<file path="config.mk">
export PLATFORM = sky130hd
export DESIGN_NAME = hack_instruction_encoder
export DESIGN_NICKNAME = d
export VERILOG_FILES = /design/src/rtl/hack_isa_pkg.sv /design/src/rtl/hack_comp_checker.sv /design/src/rtl/hack_instruction_encoder.sv
export SDC_FILE = /design/constraint.sdc
export NUM_CORES = 1
export LEC_CHECK = 0
export BUFFER_PORTS_ARGS = -buffer_cell sky130_fd_sc_hd__buf_2
export CORE_MARGIN = 3
export CORE_UTILIZATION = 50
export CTS_CLUSTER_DIAMETER = 80
export DETAILED_ROUTE_END_ITERATION = 8
export GPL_ROUTABILITY_DRIVEN = 0
export PLACE_DENSITY = 0.85
export SYNTH_ARGS = -nofsm -noshare
export SYNTH_HDL_FRONTEND = slang
export SYNTH_HIERARCHICAL = 1
export SYNTH_SLANG_ARGS = --single-unit
</file>
<file path="constraint.sdc">
create_clock -name clk -period 5.7 [get_ports clk]
set_input_delay 1.14 -clock clk [delete_from_list [all_inputs] [get_ports clk]]
set_output_delay 1.14 -clock clk [all_outputs]
set_load 0.01 [all_outputs]
</file>
<file path="src/rtl/hack_isa_pkg.sv">
// Hack ISA definitions shared by the program loader back-end and the CPU
// instruction decoder: opcode prefixes, field positions, legal comp codes
// and the loader session states.
package hack_isa_pkg;

  localparam logic       OP_A = 1'b0;
  localparam logic [2:0] OP_C = 3'b111;

  localparam int PREFIX_HI = 15;
  localparam int PREFIX_LO = 13;
  localparam int A_POS     = 12;
  localparam int COMP_HI   = 11;
  localparam int COMP_LO   = 6;
  localparam int DEST_HI   = 5;
  localparam int DEST_LO   = 3;
  localparam int JUMP_HI   = 2;
  localparam int JUMP_LO   = 0;

  // Legal comp codes {zx,nx,zy,ny,f,no}; the a-bit selects A or M separately.
  localparam logic [5:0] COMP_ZERO       = 6'b101010;
  localparam logic [5:0] COMP_ONE        = 6'b111111;
  localparam logic [5:0] COMP_NEG_ONE    = 6'b111010;
  localparam logic [5:0] COMP_D          = 6'b001100;
  localparam logic [5:0] COMP_AM         = 6'b110000;
  localparam logic [5:0] COMP_NOT_D      = 6'b001101;
  localparam logic [5:0] COMP_NOT_AM     = 6'b110001;
  localparam logic [5:0] COMP_NEG_D      = 6'b001111;
  localparam logic [5:0] COMP_NEG_AM     = 6'b110011;
  localparam logic [5:0] COMP_D_PLUS_1   = 6'b011111;
  localparam logic [5:0] COMP_AM_PLUS_1  = 6'b110111;
  localparam logic [5:0] COMP_D_MINUS_1  = 6'b001110;
  localparam logic [5:0] COMP_AM_MINUS_1 = 6'b110010;
  localparam logic [5:0] COMP_D_PLUS_AM  = 6'b000010;
  localparam logic [5:0] COMP_D_MINUS_AM = 6'b010011;
  localparam logic [5:0] COMP_AM_MINUS_D = 6'b000111;
  localparam logic [5:0] COMP_D_AND_AM   = 6'b000000;
  localparam logic [5:0] COMP_D_OR_AM    = 6'b010101;

  typedef enum logic [1:0] {
    ST_IDLE  = 2'd0,
    ST_LOAD  = 2'd1,
    ST_FULL  = 2'd2,
    ST_DRAIN = 2'd3
  } load_state_e;

  function automatic logic [15:0] encode_a(input logic [14:0] value);
    return {OP_A, value};
  endfunction

  function automatic logic [15:0] encode_c(input logic       a_or_m,
                                           input logic [5:0] comp,
                                           input logic [2:0] dest,
                                           input logic [2:0] jump);
    logic [15:0] word;
    word                     = '0;
    word[PREFIX_HI:PREFIX_LO] = OP_C;
    word[A_POS]              = a_or_m;
    word[COMP_HI:COMP_LO]    = comp;
    word[DEST_HI:DEST_LO]    = dest;
    word[JUMP_HI:JUMP_LO]    = jump;
    return word;
  endfunction

endpackage

</file>
<file path="src/rtl/hack_comp_checker.sv">
// Flags whether a C-instruction comp field is one of the 18 ALU operations
// the Hack CPU implements.
module hack_comp_checker
  import hack_isa_pkg::*;
(
  input  logic [5:0] comp,
  output logic       legal
);

  // Match the comp field against the legal operation set.
  always_comb begin
    legal = 1'b0;
    case (comp)
      COMP_ZERO, COMP_ONE, COMP_NEG_ONE, COMP_D, COMP_AM, COMP_NOT_D,
      COMP_NOT_AM, COMP_NEG_D, COMP_NEG_AM, COMP_D_PLUS_1, COMP_AM_PLUS_1,
      COMP_D_MINUS_1, COMP_AM_MINUS_1, COMP_D_PLUS_AM, COMP_D_MINUS_AM,
      COMP_AM_MINUS_D, COMP_D_AND_AM, COMP_D_OR_AM: legal = 1'b1;
      default: legal = 1'b0;
    endcase
  end

endmodule

</file>
<file path="src/rtl/hack_instruction_encoder.sv">
// Program-loader back-end: packs field-level Hack instruction requests into
// 16-bit words and writes them to consecutive instruction-ROM addresses
// within a start/finish framed session.
module hack_instruction_encoder
  import hack_isa_pkg::*;
#(
  parameter int ADDR_W    = 15,
  parameter int ROM_DEPTH = 32768,
  parameter int BASE_ADDR = 0
) (
  input  logic              clk,
  input  logic              reset,
  input  logic              start,
  input  logic              finish,
  input  logic              in_valid,
  output logic              in_ready,
  input  logic              in_is_a,
  input  logic [14:0]       in_value,
  input  logic              in_a_or_m,
  input  logic [5:0]        in_comp,
  input  logic [2:0]        in_dest,
  input  logic [2:0]        in_jump,
  output logic              rom_we,
  output logic [ADDR_W-1:0] rom_addr,
  output logic [15:0]       rom_data,
  output logic              busy,
  output logic [ADDR_W:0]   word_count,
  output logic              err_illegal,
  output logic              err_overflow
);

  localparam logic [ADDR_W-1:0] LAST_ADDR = ADDR_W'(ROM_DEPTH - 1);
  localparam logic [ADDR_W-1:0] BASE      = ADDR_W'(BASE_ADDR);

  load_state_e       state;
  load_state_e       state_next;
  logic              legal_p0;
  logic              accept_p0;
  logic              vld_p0;
  logic [15:0]       enc_p0;
  logic              addr_step;
  logic [ADDR_W-1:0] wr_addr_p0;

  hack_comp_checker u_comp_checker (
    .comp  (in_comp),
    .legal (legal_p0)
  );

  // p0: request handshake, legality and encoding (combinational)
  assign accept_p0 = in_valid && in_ready;
  assign vld_p0    = accept_p0 && (state == ST_LOAD) && (in_is_a || legal_p0);
  assign enc_p0    = in_is_a ? encode_a(in_value)
                             : encode_c(in_a_or_m, in_comp, in_dest, in_jump);

  // rom_addr shows the address of the word being strobed and only moves on
  // the cycle after the strobe, so the next write's address is one ahead of
  // it while a strobe is in flight. It never moves past the last ROM word.
  assign addr_step  = rom_we && (rom_addr != LAST_ADDR);
  assign wr_addr_p0 = addr_step ? rom_addr + 1'b1 : rom_addr;

  assign busy = (state != ST_IDLE);

  // Session state register.
  always_ff @(posedge clk) begin
    if (reset) state <= ST_IDLE;
    else       state <= state_next;
  end

  // Session transitions and request-side ready; finish blocks a same-cycle request.
  always_comb begin
    state_next = state;
    in_ready   = 1'b0;
    unique case (state)
      ST_IDLE: begin
        if (start) state_next = ST_LOAD;
      end
      ST_LOAD: begin
        in_ready = !finish;
        if (finish)                                    state_next = ST_DRAIN;
        else if (vld_p0 && (wr_addr_p0 == LAST_ADDR))  state_next = ST_FULL;
      end
      ST_FULL: begin
        in_ready = !finish;
        if (finish) state_next = ST_DRAIN;
      end
      ST_DRAIN: begin
        state_next = ST_IDLE;
      end
      default: state_next = ST_IDLE;
    endcase
  end

  // p1: registered ROM write port, word counter and sticky error flags.
  always_ff @(posedge clk) begin
    if (reset) begin
      rom_we       <= 1'b0;
      rom_addr     <= BASE;
      rom_data     <= '0;
      word_count   <= '0;
      err_illegal  <= 1'b0;
      err_overflow <= 1'b0;
    end else begin
      rom_we <= vld_p0;
      if ((state == ST_IDLE) && start) begin
        rom_addr     <= BASE;
        word_count   <= '0;
        err_illegal  <= 1'b0;
        err_overflow <= 1'b0;
      end else begin
        if (addr_step) rom_addr <= rom_addr + 1'b1;
        if (vld_p0) begin
          rom_data   <= enc_p0;
          word_count <= word_count + 1'b1;
        end
        if (accept_p0 && (state == ST_LOAD) && !in_is_a && !legal_p0)
          err_illegal <= 1'b1;
        if (accept_p0 && (state == ST_FULL))
          err_overflow <= 1'b1;
      end
    end
  end

endmodule

</file>
==> results.md <==
- Syn-to-layout area delta: 23.59%
- Slew @ Worst Pin: roughly 1200 ps
- Tcrit/Tclk final: 0.6431
- Post-CTS sizing: 0
- CORE AREA: approximately 4800 sq um
- Fillers: 401
- Seq/Total Area, Yosys: 0.4141
- Total GRT Usage: 0.1953
- Worst Clk Skew: 4.223 ps
- Clk slew on worst S/H paths: around 90 ps
- Row count: 25
- Synth top area share: 0.4141
- Synth warnings: 6
- Critical path endpoint category: flop
- Avg Vias per Cell: 5.463
- WL/cell: 13.32 microns
- Starting Density: 0.5252
- CP most frequent cell: nor2_1
- CTS root buf: clkbuf_8
- CP Data Arrival Time: 3880 ps
- Vias in the first global route: 2,124
- Max cap viols: 0
- Synth Register Bits: 52
- Static Leak: 1.371 nW
- First-pass GRT wire length: 9632 microns
- CTS tree: done
- Syn Inst Count: 283
- Crit path time final: 3666 ps
- Slew HR: 0.1773
- Postcts setup bufs: 0
- Peak supply drop: 0.1657 mV
- First-pass detailed-route iteration total: 4
- Count of cell types in the netlist: 44
- Initial DRC count: 106
- Post-synth EDFFs: 0
- Share of layout cells above drive strength 1: 0.2904
- RSZ-0062 raised after global routing: no
- Synth async-reset ratio: 0
- Crit path max-delay cell type: a21boi_2
- Total number of vias: 2,360
- Nets@finish: approximately 400
- Power per cell area: around 270 nW/um^2
- CTS sink cnt: 52
- Detailed Place HPWL: 4326 microns
- Chip height: 76.91 microns
- Hold buffer count at CTS: 0
- Max incr delay on CP: slightly below 1000 ps
- Port Buffers: 85
- Setup TNS: 0 ps
- Commonest cells post-synth: nor2_1 (55), dfxtp_1 (52), mux2i_1 (17)
- Largest cells by area after synthesis: dfxtp_1 (41%), nor2_1 (8.2%), mux2i_1 (6.8%), xor2_1 (5.6%), a211oi_1 (4.2%)
- Multi-input logic area: 1408 sq um
- Cell with the most instances after synthesis: nor2_1
- Synth Cell Area: 2514 sq um
- Hold WC Path Type: reg -> reg
- Antenna Nets Post-Route: 0
- Antenna violations before repair: 0
- CP Launch Type: input port
- CTS Buffer Depth: 2
- CTS Buf Count: 5
- Placed cells: 424
- ANT cells: 0
- Clk Latency, worst-skew pair: 300 ps
- Fmax: 272.8 MHz
- Mean Syn Cell Area: 8.882 sq um
- Synth area leader: dfxtp_1
- Status: finished, final reports clean
- Fin. max-slew vios: 0
- Total gr overflow: 0
- Chip Width: 76.91 microns
- Register area: 1041 sq um
- CP Class: in -> reg
- Critical-path cell list: buf_2 > or3_1 > a21o_1 > a32oi_1 > nor2_1 > and4b_2 > a21boi_2 > nor2_1 > a211oi_1
- Final Hold Vio Count: 0
- Crit Path Max Fanout: 32
- Largest net degree at the start of global routing: 34
- Syn Nets: 323
- Hold slack: 487.3 ps
- Die area: 5914 sq um
- Htree depth: 2
- Prevailing post-synth register cell: dfxtp_1
- # DRC: 0
- Final setup viols: 0
- CP required: 5910 ps
- Routed WL: 5753 microns
- IO Count: 86
- Fin cells: 432
-- sequential cells by signal, indices dropped and copies added, names as in the netlist --
register	count
err_illegal	1
err_overflow	1
rom_addr	15
rom_data	16
rom_we	1
state	2
word_count	16
-- power breakdown --
group	total (mW)	switching, mW	leakage, nW	internal, mW
Combinational	0.175	0.104	0.887	0.0702
Clock	0.271	0.116	0.0645	0.155
Sequential	0.390	0.0115	0.419	0.379
Total	0.836	0.232	1.37	0.604
-- cell families (layout without fill, tap and decap cells) --
kind of cell               count (synthesis)  after routing  share of synthesized area
AOI/OAI and AO/OA                         41             41                     0.1165
xor gates and xnor gates                  24             24                    0.08362
adders and majority gates                  6              6                    0.02986
buffers and inverters                     17             99                    0.02737
DFF                                       52             52                     0.4141
muxes                                     17             17                    0.06769
and+or+nand+nor                          126            126                     0.2608
-- worst paths after layout --
path,slack [ps],startpoint,cells past startpoint,endpoint
setup / recovery,2030,in_comp[3],9,rom_data[5]$_SDFFE_PP0P_
hold / removal,490,err_overflow$_SDFFE_PP0P_,2,err_overflow$_SDFFE_PP0P_
setup reg to reg,2760,state[0]$_SDFFE_PP0P_,7,rom_data[5]$_SDFFE_PP0P_
hold reg to reg,490,err_overflow$_SDFFE_PP0P_,2,err_overflow$_SDFFE_PP0P_
-- critical path, delay by kind of cell --
| family | cells | cell delay [ps] |
|---|---|---|
| compound gates | 4 | 1590 |
| simple gates | 4 | 1020 |
| buf+inv | 1 | 130 |
-- metrics by stage --
step	util	setup slack (ps)	cell area, sq um	total power, mW
CTS	0.6492	2076	3107	0.8412
global placement	0.6227	1909	2980	0.5685
floorplan	-	2561	2514	0.5190
global route	0.6492	1814	3107	0.8758
detailed placement	0.6227	1821	2980	0.5747
finish	0.6492	2034	3107	0.8360
-- cell usage in the layout (no fill, tap or decap), types with 2 or more instances in the layout --
master,n
xor2_1,16
nand4_1,9
a21o_1,3
inv_1,6
a31oi_1,3
xnor2_1,8
nor2b_1,4
or2_2,2
or3_1,4
clkbuf_8,7
a32oi_1,2
nor3b_1,2
nor2_1,55
and3_2,2
or2b_2,2
a311oi_1,3
a41oi_1,3
nand2_1,13
and4_1,2
a21oi_1,6
dfxtp_1,52
nor3_1,2
mux2i_1,17
and3_1,4
o21ai_0,3
ha_1,6
a211oi_1,14
buf_2,85
nand3_1,13
nor4_1,3
-- metal layers --
layer | wire [microns] | GRT usage | vias up
li1 | - | - | 1179
met1 | 2497 | 0.2408 | 1093
met4 | 94 | 0.05978 | 0
met3 | 390 | 0.04695 | 8
met5 | 0 | 0 | -
met2 | 2771 | 0.3354 | 80
-- area by class of cell --
cell class / count / share of cell area
clock buffer: 7 / 0.03101
clock inverter: 1 / 0.009666
inverter: 6 / 0.007249
multi-input combinational: 214 / 0.4531
sequential: 52 / 0.3351
tap: 67 / 0.02698
timing repair buffer: 85 / 0.1369
Power figures use the tool's default switching activity.
